**src/rtl/punc_control.sv**
```systemverilog
// Instruction-sequencing control unit for a 16-bit LC-3 style datapath.
// A six-state FSM drives all datapath selects and strobes combinationally from state and ir.
module punc_control (
    input  logic        clk,
    input  logic        rst,
    input  logic [15:0] ir,
    input  logic        N,
    input  logic        Z,
    input  logic        P,
    output logic [1:0]  MUX_input,
    output logic [1:0]  PCMUX,
    output logic        pcld,
    output logic        pcclr,
    output logic [1:0]  MUX,
    output logic        MUX_w_addr,
    output logic        mem_en,
    output logic        irld,
    output logic        reg_w_en,
    output logic        cond_chk,
    output logic        reg_chk1,
    output logic        reg_chk2,
    output logic        cond_en,
    output logic [2:0]  reg_w_addr,
    output logic [2:0]  regIn1,
    output logic [2:0]  regIn2,
    output logic [15:0] regIn3,
    output logic [3:0]  ALU_Cur,
    output logic        halted
);

    typedef enum logic [2:0] {INIT, FETCH, DECODE, EXEC, EXEC2, HALT} state_t;

    localparam logic [3:0] OP_BR   = 4'b0000;
    localparam logic [3:0] OP_ADD  = 4'b0001;
    localparam logic [3:0] OP_LD   = 4'b0010;
    localparam logic [3:0] OP_ST   = 4'b0011;
    localparam logic [3:0] OP_JSR  = 4'b0100;
    localparam logic [3:0] OP_AND  = 4'b0101;
    localparam logic [3:0] OP_LDR  = 4'b0110;
    localparam logic [3:0] OP_STR  = 4'b0111;
    localparam logic [3:0] OP_NOT  = 4'b1001;
    localparam logic [3:0] OP_LDI  = 4'b1010;
    localparam logic [3:0] OP_STI  = 4'b1011;
    localparam logic [3:0] OP_JMP  = 4'b1100;
    localparam logic [3:0] OP_LEA  = 4'b1110;
    localparam logic [3:0] OP_HALT = 4'b1111;

    localparam logic [3:0] ALU_ADD  = 4'b0001;
    localparam logic [3:0] ALU_AND  = 4'b0010;
    localparam logic [3:0] ALU_PASS = 4'b0100;
    localparam logic [3:0] ALU_NOT  = 4'b1000;

    state_t     state;
    state_t     state_nxt;
    logic [3:0] opcode;

    assign opcode = ir[15:12];

    function automatic logic [15:0] sext5(input logic [4:0] v);
        return {{11{v[4]}}, v};
    endfunction

    function automatic logic [15:0] sext6(input logic [5:0] v);
        return {{10{v[5]}}, v};
    endfunction

    function automatic logic [15:0] sext9(input logic [8:0] v);
        return {{7{v[8]}}, v};
    endfunction

    function automatic logic [15:0] sext11(input logic [10:0] v);
        return {{5{v[10]}}, v};
    endfunction

    always_ff @(posedge clk or negedge rst) begin
        if (!rst) begin
            state <= INIT;
        end else begin
            state <= state_nxt;
        end
    end

    always_comb begin
        state_nxt  = state;
        MUX_input  = 2'b00;
        PCMUX      = 2'b11;
        pcclr      = 1'b0;
        MUX        = 2'b00;
        MUX_w_addr = 1'b0;
        mem_en     = 1'b0;
        irld       = 1'b0;
        reg_w_en   = 1'b0;
        cond_chk   = 1'b0;
        reg_chk1   = 1'b0;
        reg_chk2   = 1'b0;
        cond_en    = 1'b0;
        reg_w_addr = 3'd0;
        regIn1     = 3'd0;
        regIn2     = 3'd0;
        regIn3     = 16'h0000;
        ALU_Cur    = ALU_ADD;
        halted     = 1'b0;

        case (state)
            INIT: begin
                pcclr     = 1'b1;
                state_nxt = FETCH;
            end

            FETCH: begin
                MUX_input = 2'b00;
                irld      = 1'b1;
                PCMUX     = 2'b01;
                state_nxt = DECODE;
            end

            DECODE: begin
                // JSR (ir[11]=1) carries an 11-bit offset; everything else a 9-bit one
                if (opcode == OP_JSR && ir[11]) begin
                    regIn3 = sext11(ir[10:0]);
                end else begin
                    regIn3 = sext9(ir[8:0]);
                end
                if (opcode == OP_LDR || opcode == OP_STR) begin
                    reg_chk1 = 1'b1;
                    regIn1   = ir[8:6];
                    regIn3   = sext6(ir[5:0]);
                end
                if (opcode == OP_JMP || (opcode == OP_JSR && !ir[11])) begin
                    reg_chk1 = 1'b1;
                    regIn1   = ir[8:6];
                    ALU_Cur  = ALU_PASS;
                end
                state_nxt = EXEC;
            end

            EXEC: begin
                state_nxt = FETCH;
                case (opcode)
                    OP_ADD, OP_AND, OP_NOT: begin
                        regIn1     = ir[8:6];
                        reg_chk1   = 1'b1;
                        reg_chk2   = ~ir[5];
                        regIn2     = ir[2:0];
                        regIn3     = sext5(ir[4:0]);
                        ALU_Cur    = (opcode == OP_ADD) ? ALU_ADD :
                                     (opcode == OP_AND) ? ALU_AND : ALU_NOT;
                        reg_w_en   = 1'b1;
                        reg_w_addr = ir[11:9];
                        cond_chk   = 1'b1;
                        cond_en    = 1'b1;
                    end
                    OP_LEA: begin
                        regIn3     = sext9(ir[8:0]);
                        reg_w_en   = 1'b1;
                        reg_w_addr = ir[11:9];
                    end
                    OP_LD, OP_LDR: begin
                        MUX_input  = 2'b10;
                        MUX        = 2'b01;
                        reg_w_en   = 1'b1;
                        reg_w_addr = ir[11:9];
                        cond_en    = 1'b1;
                    end
                    OP_ST, OP_STR: begin
                        mem_en   = 1'b1;
                        reg_chk2 = 1'b1;
                        regIn2   = ir[11:9];
                    end
                    OP_LDI, OP_STI: begin
                        MUX_input = 2'b10;
                        state_nxt = EXEC2;
                    end
                    OP_BR: begin
                        if ((ir[11] & N) | (ir[10] & Z) | (ir[9] & P)) begin
                            PCMUX = 2'b00;
                        end
                    end
                    OP_JMP: begin
                        PCMUX = 2'b00;
                    end
                    OP_JSR: begin
                        // R7 captures the pre-jump pc on the same edge the pc is redirected
                        reg_w_en   = 1'b1;
                        reg_w_addr = 3'd7;
                        MUX        = 2'b10;
                        PCMUX      = 2'b00;
                    end
                    OP_HALT: begin
                        state_nxt = HALT;
                    end
                    default: begin
                    end
                endcase
            end

            EXEC2: begin
                state_nxt = FETCH;
                if (opcode == OP_LDI) begin
                    MUX_input  = 2'b11;
                    MUX        = 2'b01;
                    reg_w_en   = 1'b1;
                    reg_w_addr = ir[11:9];
                    cond_en    = 1'b1;
                end else if (opcode == OP_STI) begin
                    mem_en     = 1'b1;
                    MUX_w_addr = 1'b1;
                    reg_chk2   = 1'b1;
                    regIn2     = ir[11:9];
                end
            end

            HALT: begin
                halted    = 1'b1;
                state_nxt = HALT;
            end

            default: begin
                state_nxt = INIT;
            end
        endcase
    end

    assign pcld = (PCMUX != 2'b11);

endmodule
```
**config.mk**
```make
export PLATFORM = sky130hd
export DESIGN_NAME = punc_control
export DESIGN_NICKNAME = d
export VERILOG_FILES = /design/src/rtl/punc_control.sv
export SDC_FILE = /design/constraint.sdc
export NUM_CORES = 1
export LEC_CHECK = 0
export CAP_MARGIN = 20
export CORE_MARGIN = 2
export CORE_UTILIZATION = 25
export CTS_CLUSTER_DIAMETER = 100
export DETAILED_ROUTE_END_ITERATION = 7
export GPL_ROUTABILITY_DRIVEN = 0
export PLACE_DENSITY = 0.69
export SLEW_MARGIN = 20
export SYNTH_ARGS = -nofsm -noshare
export SYNTH_HDL_FRONTEND = slang
export SYNTH_SLANG_ARGS = --single-unit
```
**constraint.sdc**
```tcl
create_clock -name clk -period 3.2 [get_ports clk]
set_input_delay 0.96 -clock clk [delete_from_list [all_inputs] [get_ports clk]]
set_output_delay 0.96 -clock clk [all_outputs]
set_load 0.01 [all_outputs]
```
# Word level (Yosys, flattened, before mapping)
# Cells that the tools add are included.
# Widths: inputs -> output; s select.
[word_totals]
regBits = 3
latch_bits = 0
ramBits = 0
mem_bits_ro = 0
inputBits = 21
output_inout_bits = 46
wordCells = 94
mem_count = 0
[op_classes]
n_addsub = 0
n_mul = 0
div_mod_pow = 0
magnitude_cmp = 0
n_eq_ne = 19
n_shift = 0
muxes = 51
bitwise = 6
reduce_logical = 17
[ops]
columns = ["operator", "count"]
rows = [
  ["$pmux 16 s2", 2],
  ["$pmux 3 s2", 6],
  ["$mux 16", 2],
  ["$eq 4x4->1 const B", 6],
  ["$mux 3", 7],
  ["$pmux 2 s2", 5],
  ["$eq 4x3->1 const B", 4],
  ["$mux 1", 15],
  ["$pmux 3 s5", 1],
  ["$mux 4", 3],
  ["$pmux 1 s2", 6],
  ["$reduce_or 2->1", 5],
  ["$eq 4x2->1 const B", 2],
  ["$pmux 4 s2", 1],
  ["$reduce_or 7->1", 1],
  ["$eq 3x2->1 const B", 2],
  ["$eq 3x3->1 const B", 2],
  ["$mux 2", 3],
  ["$reduce_or 6->1", 1],
  ["$reduce_or 5->1", 1],
  ["$eq 4x1->1 const B", 1],
  ["$logic_not 4->1", 1],
  ["$reduce_or 4->1", 1],
  ["$and 1x1->1", 3],
  ["other kinds (9)", 12],
]

# Depth between registers and ports, before layout
[logic_depth]
word_depth = 7
depth_mapped = 6
depth_no_buf = 5

# Worst setup path after synthesis
# Ideal clock, no wire load.
[synth_path]
path_type = "input -> output"
start = "input ir[12]"
end = "output regIn3[11]"
arrival_ns = 2.189
required_ns = 2.240
slack_ns = 0.051
stages = 6
path_buffers = 2
cell_sequence = "buf_2 nor2_1 a311o_1 o211ai_1 o21ai_1 buf_4"
[synth_via]
elab_chain_len = 5
elab_cells_between_ends = 14
cone_classes = "7 x eq/ne; 4 x mux; 3 x reduce/logical"
[synth_lines]
columns = ["element", "line_no", "source"]
rows = [
  ["start: declaration", "6", "input logic [15:0] ir,"],
  ["parallel branches: the longest is 4 deep, another holds $pmux 16 s2", "-", ""],
  ["$pmux 16 s2 (*)", "104", "case (state)"],
  ["end: declaration", "26", "output logic [15:0] regIn3,"],
]
# Every way passes the cells marked *.

# Final worst setup path
[layout_path]
start = "input ir[12]"
end = "output ALU_Cur[0]"
[layout_via]
elab_chain_len = 5
elab_cells_between_ends = 12
cone_classes = "5 x eq/ne; 4 x mux; 3 x reduce/logical"
[layout_lines]
columns = ["element", "line_no", "source"]
rows = [
  ["$eq 4x3->1", "129", "if (opcode == OP_JMP || (opcode == OP_JSR && !ir[11])) begin"],
  ["$logic_and 1x1->1", "129", ""],
  ["$logic_or 1x1->1", "129", ""],
  ["$mux 3", "129", ""],
  ["$pmux 4 s2 (*)", "104", ""],
  ["end: declaration", "27", "output logic [3:0] ALU_Cur,"],
]
# Every way passes the cells marked *; elsewhere a longest branch is shown, timed or not.

==> metrics.md <==
| Metric | Value |
|---|---|
| GRT Residual Overflow | `0` |
| Top cells by area, synth | `dfrtp_1, and2_1, nand2_1, nand2b_1, buf_4` |
| Critical Path Start Type | `input pin` |
| Root Driver | `clkbuf_4` |
| Final hold viol count | `0` |
| CP Class | `input pin to output port` |
| DR WL/cell | `13.2 um` |
| IO Port Bufs | `66` |
| Crit end category | `output port` |
| Final setup violation count | `0` |
| Fillers | `348` |
| Multi-input gate area | `785 um2` |
| Max Clk Rate | `318 MHz` |
| Final net count | `255` |
| Final Max Slew Viols | `0` |
| Worst IR Drop VDD | `0.121 mV` |
| WP data required | `2240 ps` |
| Syn Nets | `149` |
| TritonCTS Sinks | `3` |
| Top reg by flops | `state` |
| Hold Startpoint | `state[2]$_DFF_PN0_` |
| CP delay by family, top | `simple AND/OR/NAND/NOR gates` |
| Layout cell share with drive strength beyond 1 | `42.5%` |
| Leak | `1.05 nW` |
| Yosys warning total | `0` |
| Routed Antenna Nets | `0` |
| Die Y | `63.5 um` |
| Hold Path Class | `flop to flop` |
| Final WL | `3700 um` |
| Share of the synthesized area in the top cell type | `8.49%` |
| Worst-Margin Slew | `437 ps` |
| Final period utilization | `98.3%` |
| N_diodes | `0` |
| Most frequent cell after synthesis | `nand2_1` |
| Max-cap violations | `0` |
| CTS H-tree lvls | `1` |
| Async SR Flop Fraction | `100%` |
| Max reg flops | `3` |
| Flop2flop setup slack | `1660 ps` |
| Detailed Routing Iterations Pass 1 | `4` |
| Total die area | `0.00403 mm2` |
| Final Non-Filler Cells | `279` |
| Starting density of the core | `26.3%` |
| Mapped Area | `885 um2` |
| Netlist cell types | `46` |
| All-layer global routing usage | `17.9%` |
| 1st-iter DRT viols | `28` |
| Critical-path cell list | `buf_8 -> or3b_1 -> o21ai_1 -> a22oi_1 -> or3_1 -> buf_2` |
| Remaining DRCs | `0` |
| Cell taking the most area after synthesis | `dfrtp_1` |
| CP bufs+invs | `2` |
| Biggest regs | `state (3)` |
| EDFF count, synth | `0` |
| CP arrival | `2190 ps` |
| Slew margin rel. | `70.8%` |
| FP Rows | `21` |
| Post-layout minimum cycle time | `3150 ps` |
| Post-Synthesis Cells | `128` |
| Dpl hpwl | `2780 um` |
| CTS tree | `done` |
| Top cells by count, synth | `nand2_1, nor2_1, and2_1` |
| Endpoint, Worst Hold | `state[1]$_DFF_PN0_` |
| RR Endpoint | `state[2]$_DFF_PN0_` |
| Area Growth Syn to Fin | `113%` |
| Crit path max fanout | `11` |
| Synthesized area per cell | `6.91 um2` |
| Clock latency on the worst-skew pair | `240 ps` |
| Final Skew | `2.40 ps` |
| Synth Flop Type | `dfrtp_1` |
| Seq/Total Area, Yosys | `8.49%` |
| Critical path's largest stage delay | `390 ps` |
| Worst r2r path cells | `5` |
| FF+latch count, synth | `3` |
| Initial antenna violation count | `0` |
| Placed cells | `263` |
| Status | `complete, no violations` |
| Vias/cell | `4.80` |
| Die Wd | `63.5 um` |
| CTS Buf Count | `3` |
| Core box area | `0.00336 mm2` |
| Pwr/cell area | `105 mW/mm2` |
| Storage cell area | `75.1 um2` |
| Number of buffers on the longest clock path | `2` |
| Crit-path slowest cell | `or3_1` |
| Fin Setup TNS | `0 ps` |
| Via count | `1339` |
| Hold Path Cell Cnt | `2` |
| Clock slew at reported path FFs | `40 ps` |
| IO Pins | `67` |
| CTS hold repair buffers | `0` |
| Largest net degree at the start of global routing | `13` |
| Vias in the first global route | `1287` |
| Worst R2R Start | `state[0]$_DFF_PN0_` |
| First-pass GRT wire length | `5980 um` |
==> layer usage <==
layer / vias up / global-route usage, % / wire (um)
met5: - / 0 / 0
met4: 0 / 4.08 / 22
met3: 2 / 1.61 / 183
met2: 46 / 31.7 / 1800
met1: 622 / 23.2 / 1690
li1: 669 / - / -
==> per-stage QoR <==
step | setup WS [ps] | utilization (%) | area, um2 | hold slack (ps) | power [mW]
finish | 53.3 | 56.1 | 1890 | 682 | 0.197
global route | -10.4 | 56.1 | 1890 | 732 | 0.211
CTS | -10.5 | 55.5 | 1870 | 681 | 0.194
detailed placement | -789 | 52.8 | 1770 | 667 | 0.119
global placement | -765 | 52.8 | 1770 | 654 | 0.119
floorplan | 50.9 | - | 885 | 540 | 0.0661
==> worst register-to-register path, stage by stage, from the launching register on <==
cell,delay (ps)
dfrtp_1,600
and3b_1,350
buf_4,190
nand2_1,70
buf_4,130
o22ai_1,120
==> power breakdown <==
part	leakage [nW]	internal [mW]	switching, mW
registers	0.0315	0.0382	0
logic	1.00	0.0507	0.0411
clock network	0.0150	0.0468	0.0205
total	1.05	0.136	0.0617
==> what timing repair did <==
item / 4_1_cts / 5_1_grt
setup buffers: 10 / 2
gates cloned: 0 / 0
setup endpoints to repair: 43 / 26
pin swaps: 10 / 13
gates resized for setup: 112 / 38
==> cells in the final DEF (no fill, tap or decap), drive strengths merged, types with 4 or more instances in the layout <==
cell type,n
o21ai,10
dlygate4sd2,22
and2,9
clkdlybuf4s50,12
nor2,10
nand2b,8
inv,8
nand2,14
o22ai,5
buf,61
nor3,4
clkbuf,15
dlymetal6s2s,5
==> cell families (layout without fill, tap and decap cells) <==
family / Yosys count / in the layout / synth area share, %
xor+xnor: 1 / 1 / 0.990
buf+inv: 21 / 126 / 14.6
flops: 3 / 3 / 8.49
compound gates: 35 / 35 / 29.8
simple gates: 67 / 67 / 45.0
mux: 1 / 1 / 1.13
==> how the worst max path moves through the flow <==
stage | start | to | cells after the start
4_1_cts | ir[14] | regIn3[11] | 7
3_5_place_dp | ir[12] | regIn3[11] | 6
2_1_floorplan | ir[12] | regIn3[11] | 6
6_report | ir[12] | ALU_Cur[0] | 6
3_3_place_gp | ir[12] | reg_w_addr[0] | 7
5_1_grt | ir[12] | ALU_Cur[0] | 6
==> cell type report <==
type / instances / share of cell area, %
clock buffer: 4 / 1.39
tap: 46 / 3.05
multi-input combinational: 104 / 41.6
timing repair buffer: 114 / 48.4
sequential: 3 / 3.98
inverter: 8 / 1.59
No activity file was read; power rests on OpenSTA's default activity.
